## src/rtl/id_exe_reg.sv

```systemverilog
// ID/EXE pipeline register: carries decoded control and operands into EXE,
// squashing on flush, holding on freeze and inserting bubbles on load-use hazards.
module id_exe_reg #(
    parameter int WORD_LEN          = 16,
    parameter int REG_FILE_ADDR_LEN = 4,
    parameter int EXE_CMD_LEN       = 4
) (
    input  logic                         clk,
    input  logic                         rst,
    input  logic                         freeze,
    input  logic                         flush,
    input  logic                         hazard_detected,
    input  logic                         WB_EN_in,
    input  logic                         MEM_R_EN_in,
    input  logic                         MEM_W_EN_in,
    input  logic [EXE_CMD_LEN-1:0]       EXE_CMD_in,
    input  logic [WORD_LEN-1:0]          val1_in,
    input  logic [WORD_LEN-1:0]          val2_in,
    input  logic [WORD_LEN-1:0]          st_val_in,
    input  logic [REG_FILE_ADDR_LEN-1:0] src1_in,
    input  logic [REG_FILE_ADDR_LEN-1:0] src2_forw_in,
    input  logic [REG_FILE_ADDR_LEN-1:0] dest_in,
    input  logic [7:0]                   SLLAmount_in,
    input  logic [1:0]                   branch_comm_in,
    input  logic [WORD_LEN-1:0]          PC_in,
    output logic                         WB_EN_out,
    output logic                         MEM_R_EN_out,
    output logic                         MEM_W_EN_out,
    output logic [EXE_CMD_LEN-1:0]       EXE_CMD_out,
    output logic [WORD_LEN-1:0]          val1_out,
    output logic [WORD_LEN-1:0]          val2_out,
    output logic [WORD_LEN-1:0]          st_val_out,
    output logic [REG_FILE_ADDR_LEN-1:0] src1_out,
    output logic [REG_FILE_ADDR_LEN-1:0] src2_forw_out,
    output logic [REG_FILE_ADDR_LEN-1:0] dest_out,
    output logic [7:0]                   SLLAmount_out,
    output logic [1:0]                   branch_comm_out,
    output logic [WORD_LEN-1:0]          PC_out,
    output logic                         valid_out,
    output logic [7:0]                   bubble_cnt
);

    logic bubble;
    logic load_data;
    logic load_ctrl;

    // flush squashes even while frozen; a hazard only squashes when not frozen
    assign bubble    = flush || (hazard_detected && !freeze);
    assign load_data = !flush && !freeze;
    assign load_ctrl = load_data && !hazard_detected;

    always_ff @(posedge clk or posedge rst) begin
        if (rst) begin
            WB_EN_out       <= 1'b0;
            MEM_R_EN_out    <= 1'b0;
            MEM_W_EN_out    <= 1'b0;
            EXE_CMD_out     <= '0;
            branch_comm_out <= '0;
            valid_out       <= 1'b0;
            bubble_cnt      <= '0;
        end else if (bubble) begin
            // constants only, so X control inputs never reach a bubble
            WB_EN_out       <= 1'b0;
            MEM_R_EN_out    <= 1'b0;
            MEM_W_EN_out    <= 1'b0;
            EXE_CMD_out     <= '0;
            branch_comm_out <= '0;
            valid_out       <= 1'b0;
            if (bubble_cnt != 8'hFF)
                bubble_cnt <= bubble_cnt + 8'd1;
        end else if (load_ctrl) begin
            WB_EN_out       <= WB_EN_in;
            MEM_R_EN_out    <= MEM_R_EN_in;
            MEM_W_EN_out    <= MEM_W_EN_in;
            EXE_CMD_out     <= EXE_CMD_in;
            branch_comm_out <= branch_comm_in;
            valid_out       <= 1'b1;
        end
    end

    always_ff @(posedge clk or posedge rst) begin
        if (rst) begin
            val1_out      <= '0;
            val2_out      <= '0;
            st_val_out    <= '0;
            src1_out      <= '0;
            src2_forw_out <= '0;
            dest_out      <= '0;
            SLLAmount_out <= '0;
            PC_out        <= '0;
        end else if (load_data) begin
            val1_out      <= val1_in;
            val2_out      <= val2_in;
            st_val_out    <= st_val_in;
            src1_out      <= src1_in;
            src2_forw_out <= src2_forw_in;
            dest_out      <= dest_in;
            SLLAmount_out <= SLLAmount_in;
            PC_out        <= PC_in;
        end
    end

endmodule

```

## config.mk

```make
export PLATFORM = sky130hd
export DESIGN_NAME = id_exe_reg
export DESIGN_NICKNAME = d
export VERILOG_FILES = /design/src/rtl/id_exe_reg.sv
export SDC_FILE = /design/constraint.sdc
export NUM_CORES = 1
export LEC_CHECK = 0
export BUFFER_PORTS_ARGS = -buffer_cell sky130_fd_sc_hd__buf_2
export CELL_PAD_IN_SITES_DETAIL_PLACEMENT = 0
export CELL_PAD_IN_SITES_GLOBAL_PLACEMENT = 1
export CORE_MARGIN = 2
export CORE_UTILIZATION = 35
export CTS_CLUSTER_SIZE = 30
export DETAILED_ROUTE_END_ITERATION = 10
export PLACE_DENSITY_LB_ADDON = 0.2
export SLEW_MARGIN = 25
export SYNTH_ARGS = -nofsm -noshare
export SYNTH_HDL_FRONTEND = slang
export SYNTH_SLANG_ARGS = --single-unit
```

## constraint.sdc

```tcl
create_clock -name clk -period 4.85 [get_ports clk]
set_input_delay 1.2125 -clock clk [delete_from_list [all_inputs] [get_ports clk]]
set_output_delay 1.2125 -clock clk [all_outputs]
set_load 0.1 [all_outputs]
```

Word-level counts from Yosys, hierarchy flattened
Index checks and enable logic that the tools add are counted.

$add $sub $neg: 1. Equal/unequal tests: 1. Muxes and demuxes: 12. Reductions and logical operators: 9.

Operator list (count): 8-bit by 1-bit adder with 8-bit output, second input constant (1); 1-bit 2-to-1 mux (8); 4-bit 2-to-1 mux (2); 8-bit != test, second input constant (1); 2-bit 2-to-1 mux (2); 1-bit logical AND (3); 1-bit logical NOT (3); 2-bit AND reduction (1); 2-bit nonzero test (1); 1-bit logical OR (1).

Flip-flop bits (word level): 102. Bits of input ports: 98. Output and inout bits: 102. Logic and storage cells: 38.

Logic depth before layout (Yosys ltp)
Gate-level depths: netlist of the first run.

Word-level depth: 5. Depth in mapped cells: 4. Gate-level depth less buffers: 4.

Worst setup path after synthesis of the first run
No wires, ideal clock.

Kind: input -> register. Start: in freeze. End: reg PC_out[12]. Library setup time: 0.125 ns. Data arrival time: 2.072 ns. Data required time: 4.725 ns. Setup slack: 2.652 ns. Stages on the path: 4. Path buffers: 2. Cells stage by stage: nor2_1 -> buf_2 -> buf_6 -> mux2_2.

Longest elaborated chain between the ends: 2.

RTL lines: from (decl) (RTL line 10) `input logic freeze,`; 1-bit logical NOT (RTL line 49) `assign load_data = !flush && !freeze;`; 1-bit logical AND (RTL line 49); to (signal assigned) (RTL line 99) `PC_out <= PC_in;`; to (decl) (RTL line 38) `output logic [WORD_LEN-1:0] PC_out,`.

No other way between the ends. A chain may end at the register's enable or synchronous reset.

Worst setup path after layout of the first run
Start: reg bubble_cnt[3]. End: out bubble_cnt[3].

RTL lines: from (decl) (RTL line 40) `output logic [7:0] bubble_cnt`; from (signal assigned) (RTL line 70) `bubble_cnt <= bubble_cnt + 8'd1;`.

No word-level cell between the ends.

==> results.md, run 1 <==
- Share of the synthesized area in the top cell type: 65.0%
- Internal: 1.48 mW
- Via Count: 2707
- Worst reg-to-reg path cell count: 4
- GRT Total Usage: 13.8%
- Hold Slack: 0.506 ns
- Critical path type: reg2out
- Register share of total power: 35.5%
- Die area: 12100 um2
- Total CTS buffers: 9
- Arr. time, crit path: 1.26 ns
- Filler cells: 1033
- Via density per instance: 4.55
- M1 wire length: 3.41 mm
- CP max stage delay: 0.46 ns
- Critical Path RT: 3.64 ns
- Run status: finished clean
- Placed cell area: 5050 um2
- Pre-CTS WS: 2.21 ns
- Detailed placement HPWL: 6.34 mm
- R2r startpoint: bubble_cnt[3]$_DFFE_PP0P_
- Netlist Area Pre-Place: 3930 um2
- Setup WS post-layout: 2.38 ns
- Slew HR: 57.2%
- Hold depth: 1
- Num rows: 38
- Seq/Total Area, Yosys: 65.0%
- Residual overflow from global routing: 0
- Mapped Cells: 248
- Least-Margin Pin Slew: 0.642 ns
- Hold-fix buffers, CTS: 0
- ANT nets after route: 0
- Clk pwr share: 16.4%
- Design Area, Final: 5230 um2
- Per-cell routed wire length: 14.2 um
- Sw Ratio: 51.0%
- GPL Wtd Cong: 0.747
- CORE AREA: 10900 um2
- Initial core utilization: 36.0%
- Leading area contributor after synthesis: dfrtp_1
- Peak Freq: 405 MHz
- Worst Min Path Start: st_val_out[13]$_DFFE_PP0P_
- Syn_nets: 347
- Clock latency on the worst-skew pair: 0.34 ns
- TritonCTS clock tree: yes
- Most frequent cells in the layout: 199 x buf_2, 102 x dfrtp_1, 84 x mux2_2
- Routed WL: 8.45 mm
- Metal3 WL: 943 um
- Buf/Inv on CP: 1
- Pleak: 2.58 nW
- Power Density: 578 nW/um2
- Syn Area/Cell: 15.8 um2
- Largest net degree at the start of global routing: 51
- Combinational Power Share: 48.1%
- Number of enable flip-flop cells after synthesis: 0
- Period Utilization, post-route: 50.9%
- YS warnings: 0
- Worst path cell trace: buf_2
- DIE WIDTH: 110 um
- NetSw: 1.54 mW
- Hold path endpoint: st_val_out[13]$_DFFE_PP0P_
- Nets: 550
- DRC viols: 0
- Post_cts resized: 0
- Top cells by area, synth: dfrtp_1 65%, mux2_2 24%, a22oi_1 1.7%
- VDD IR max: 513 uV
- H-Tree Depth: 3
- Final Max Slew Viols: 0
- Number of DRC markers in iteration 0: 45
- Vias in the first global route: 2670
- Share of cells above drive strength 1: 67.9%
- FFs w/ async S/R, synth: 100%
- Critical Path End Type: output port
- Post-CTS Setup Inserts: 0
- DRT Pass-1 Iters: 4
- IO Count: 200
- Antenna cell count: 0
- Leading cell type in the layout, fill and taps excluded: buf_2
- Reg clk slew, reported paths: 0.08 ns
- Top_reg_cell synth: dfrtp_1
- Clk_skew: 0.00294 ns
- Max Fanout on Critical Path: 6
- Final setup fails: 0
- Initial antenna violation count: 0
- Die Height: 110 um
- IO Port Bufs: 199
- RSZ-0062 raised after global routing: no
- R2R Setup Slk: 3.34 ns
- Slowest cell on the critical path: buf_2
- Worst R2R End: bubble_cnt[1]$_DFFE_PP0P_
- Post-synth cell types: 26
- Met2 wire length: 3.99 mm
- Max-cap violation count: 0
- Fin Setup TNS: 0 ns
- Crit path max-delay family: buffers and inverters
- Critical Path Source Type: register
- First-pass GRT wire length: 12.8 mm
- Seq cells post-synth: 102
- Final min period: 2.47 ns
- Hold crit path type: reg2reg
- Root buf cell: clkbuf_8
- Layout Utilization: 48.1%
- Final Hold Viols: 0
- Clock sink count: 102
- Area Overhead vs Synth: 33.3%
- Max Buffers Root-to-Sink: 2
- Top Metal Used: met4
metrics by stage:
| step | total power [mW] | cells |
|---|---|---|
| floorplan | 2.31 | 248 |
| global placement | 2.55 | 580 |
| detailed placement | 2.55 | 580 |
| CTS | 3.07 | 595 |
| global route | 3.16 | 595 |
| finish | 3.03 | 595 |
Yosys cell counts, types with 2 or more instances:
cell,count
a22oi_1,9
buf_6,6
clkbuf_1,2
mux2_2,84
a21oi_1,2
xor2_1,3
inv_1,3
dfrtp_1,102
nor2_1,14
and3_4,2
buf_2,3
a31oi_1,4
power groups by stage:
stage | combinational (mW) | sequential (mW) | clock, mW
floorplan | 0.211 | 2.10 | 0
global placement | 1.46 | 1.09 | 0
detailed placement | 1.46 | 1.09 | 0
CTS | 1.46 | 1.08 | 0.526
global route | 1.50 | 1.10 | 0.559
finish | 1.45 | 1.07 | 0.497
registers in the layout (all words and copies together), names as in the netlist:
name             cells
PC_out              16
st_val_out          16
val1_out            16
val2_out            16
SLLAmount_out        8
bubble_cnt           8
EXE_CMD_out          4
dest_out             4
src1_out             4
src2_forw_out        4
branch_comm_out      2
MEM_R_EN_out         1
MEM_W_EN_out         1
WB_EN_out            1
valid_out            1
final cells by class:
type / instances / area, um2 / share of cell area (%)
Tap cell: 140 / 175 / 3.35
Timing Repair Buffer: 203 / 1030 / 19.6
Clock buffer: 15 / 186 / 3.56
Inverter: 3 / 13.8 / 0.263
Multi-Input combinational cell: 132 / 1280 / 24.4
Sequential cell: 102 / 2550 / 48.8
cell families after synthesis:
group                    Yosys count  synth area share [%]
adder cells (fa/ha/maj)            1                 0.319
flip-flops                       102                  65.0
AO/OA/AOI/OAI                     20                  3.76
AND/OR/NAND/NOR                   23                  3.16
buffers and inverters             14                  2.58
XOR/XNOR                           3                 0.670
multiplexers                      85                  24.5
worst max-delay path by stage:
stage,startpoint,end,slack (ns),cells past startpoint
final,bubble_cnt[3]$_DFFE_PP0P_,bubble_cnt[3],2.38,1
after global routing,bubble_cnt[3]$_DFFE_PP0P_,bubble_cnt[3],2.31,1
after CTS,bubble_cnt[3]$_DFFE_PP0P_,bubble_cnt[3],2.33,1
after detailed placement,freeze,st_val_out[0]$_DFFE_PP0P_,2.21,4
after global placement,freeze,PC_out[12]$_DFFE_PP0P_,2.23,4
after floorplan,rst,EXE_CMD_out[0]$_DFFE_PP0P_,0.96,1
per-layer routing:
metal  GRT usage (%)  vias to the layer above
met5               0                        -
met4            5.97                        0
met3            5.04                        9
met2            21.9                      118
met1            16.9                     1304
li1                -                     1276
Power figures use the tool's default switching activity.
==> inputs of run 2 (changes only) <==
--- a/config.mk
+++ b/config.mk
@@ -9,7 +9,7 @@
 export CELL_PAD_IN_SITES_DETAIL_PLACEMENT = 0
 export CELL_PAD_IN_SITES_GLOBAL_PLACEMENT = 1
 export CORE_MARGIN = 2
-export CORE_UTILIZATION = 35
+export CORE_UTILIZATION = 32
 export CTS_CLUSTER_SIZE = 30
 export DETAILED_ROUTE_END_ITERATION = 10
 export PLACE_DENSITY_LB_ADDON = 0.2
==> constraint.sdc (replaced) <==
create_clock -name clk -period 2.2 [get_ports clk]
set_input_delay 0.55 -clock clk [delete_from_list [all_inputs] [get_ports clk]]
set_output_delay 0.55 -clock clk [all_outputs]
set_load 0.1 [all_outputs]
==> results.md, run 2 (synthesis results as in run 1) <==
- Detailed placement HPWL: 6.08 mm (-4.1%)
- Reg clk slew, reported paths: 0.06 ns (-0.02 ns)
- Max Fanout on Critical Path: 6 (unchanged)
- Peak Freq: 546 MHz
- First-pass GRT wire length: 13.4 mm (+4.8%)
- Period Utilization, post-route: 83.2%
- Hold crit path type: in2async
- RSZ-0062 raised after global routing: no
- Fin Setup TNS: 0 ns (unchanged)
- Total CTS buffers: 9 (unchanged)
- Pleak: 2.65 nW (+2.7%)
- Filler cells: 1101 (+6.6%)
- Slew HR: 61.4% (+4.2 points)
- Max Buffers Root-to-Sink: 2 (unchanged)
- Number of DRC markers in iteration 0: 83 (+84%)
- Metal3 WL: 851 um (-9.8%)
- Die Height: 115 um (+4.4%)
- Met2 wire length: 3.90 mm (-2.2%)
- Critical path type: reg2out
- Worst reg-to-reg path cell count: 4 (unchanged)
- TritonCTS clock tree: yes
- Leading cell type in the layout, fill and taps excluded: buf_2
- Per-cell routed wire length: 14.1 um (-0.74%)
- Nets: 550 (unchanged)
- Largest net degree at the start of global routing: 52 (+2.0%)
- Pwr Total: 7.21 mW (+140%)
- Share of cells above drive strength 1: 68.2% (+0.29 points)
- Clock sink count: 102 (unchanged)
- DRT Pass-1 Iters: 4 (unchanged)
- Power Density: 1330 nW/um2 (+130%)
- Arr. time, crit path: 1.28 ns (+0.02 ns)
- Final Max Slew Viols: 0 (unchanged)
- Post_cts resized: 0 (unchanged)
- Worst R2R End: bubble_cnt[1]$_DFFE_PP0P_
- Critical Path Source Type: register
- Hold Slack: 0.155 ns (-0.351 ns)
- Die area: 13200 um2 (+9.0%)
- GPL Wtd Cong: 0.714 (-4.5%)
- DIE WIDTH: 115 um (+4.4%)
- Max-cap violation count: 0 (unchanged)
- Worst path cell trace: buf_2
- ANT nets after route: 0 (unchanged)
- Antenna cell count: 0 (unchanged)
- Critical Path End Type: output port
- Clock latency on the worst-skew pair: 0.34 ns (about the same)
- Final Hold Viols: 0 (unchanged)
- M1 wire length: 3.57 mm (+4.7%)
- CP max stage delay: 0.47 ns (about the same)
- Root buf cell: clkbuf_16
- CORE AREA: 12000 um2 (+10%)
- H-Tree Depth: 3 (unchanged)
- VDD IR max: 1080 uV (+110%)
- DRC viols: 0 (unchanged)
- Final min period: 1.83 ns
- Num rows: 40 (+5.3%)
- Via density per instance: 4.57 (+0.35%)
- Vias in the first global route: 2741 (+2.7%)
- Residual overflow from global routing: 0 (unchanged)
- Top Metal Used: met4
- IO Port Bufs: 199 (unchanged)
- Routed WL: 8.50 mm (+0.59%)
- Run status: finished clean
- GRT Total Usage: 13.1% (-0.70 points)
- Register area: 2550 um2 (unchanged)
- Critical Path RT: 1.65 ns (-1.99 ns)
- Buf/Inv on CP: 1 (unchanged)
- Footprint of the multi-input gates: 1280 um2 (unchanged)
- Slowest cell on the critical path: buf_2
- Crit path max-delay family: buffers and inverters
- IO Count: 200 (unchanged)
- R2R Setup Slk: 0.67 ns (-2.67 ns)
- R2r startpoint: bubble_cnt[3]$_DFFE_PP0P_
- Initial core utilization: 32.7% (-3.4 points)
- Hold-fix buffers, CTS: 0 (unchanged)
- Clk_skew: 0.00140 ns (-0.00154 ns)
- Final setup fails: 0 (unchanged)
- Post-CTS Setup Inserts: 0 (unchanged)
- Area Overhead vs Synth: 37.8%
- Layout Utilization: 45.0% (-3.0 points)
- Via Count: 2753 (+1.7%)
- Most frequent cells in the layout: 199 x buf_2, 102 x dfrtp_1, 84 x mux2_2
- Initial antenna violation count: 0 (unchanged)
- Least-Margin Pin Slew: 0.577 ns (-0.0649 ns)
run 2: cell types whose count changed in the layout (fill, tap and decap cells not counted):
cell,before,now
buf_12,0,4
buf_4,4,0
bufinv_16,0,1
clkbuf_1,2,1
clkbuf_16,0,9
clkbuf_8,13,2
clkinv_2,0,3
clkinvlp_4,0,1
inv_4,1,0
run 2: how the worst max path moves through the flow:
stage,from,endpoint,slack (ns),cells after the start
after CTS,bubble_cnt[3]$_DFFE_PP0P_,bubble_cnt[3],0.35,1
final,bubble_cnt[3]$_DFFE_PP0P_,bubble_cnt[3],0.37,1
after global routing,bubble_cnt[3]$_DFFE_PP0P_,bubble_cnt[3],0.31,1
after floorplan,bubble_cnt[4]$_DFFE_PP0P_,bubble_cnt[1]$_DFFE_PP0P_,0.18,4
after global placement,freeze,bubble_cnt[1]$_DFFE_PP0P_,0.49,5
after detailed placement,freeze,bubble_cnt[5]$_DFFE_PP0P_,0.43,5
run 2: final cells by class:
class | instances | area share [%]
inverters | 3 | 0.278
multi-input cells | 132 | 23.6
well taps | 147 | 3.40
clock buffers | 12 | 4.74
repair buffers | 203 | 19.9
clock inverters | 4 | 0.833
flip-flops and latches | 102 | 47.2
run 2: layer usage:
layer	vias up	global-route usage [%]
met1	1319	16.2
met2	131	20.7
met4	0	6.27
li1	1291	-
met5	-	0
met3	12	4.59
run 2: report_power, final:
group          internal [mW]  switching, mW
sequential              2.18          0.196
combinational          0.566           2.65
clock                  0.939          0.678
run 2: stage by stage:
| stage | cells | setup slack [ns] | area (um2) |
|---|---|---|---|
| final | 603 | 0.369 | 5410 |
| after global routing | 603 | 0.307 | 5410 |
| after CTS | 603 | 0.352 | 5410 |
| after detailed placement | 587 | 0.429 | 5110 |
| after global placement | 587 | 0.491 | 5110 |
| after floorplan | 248 | 0.182 | 3930 |
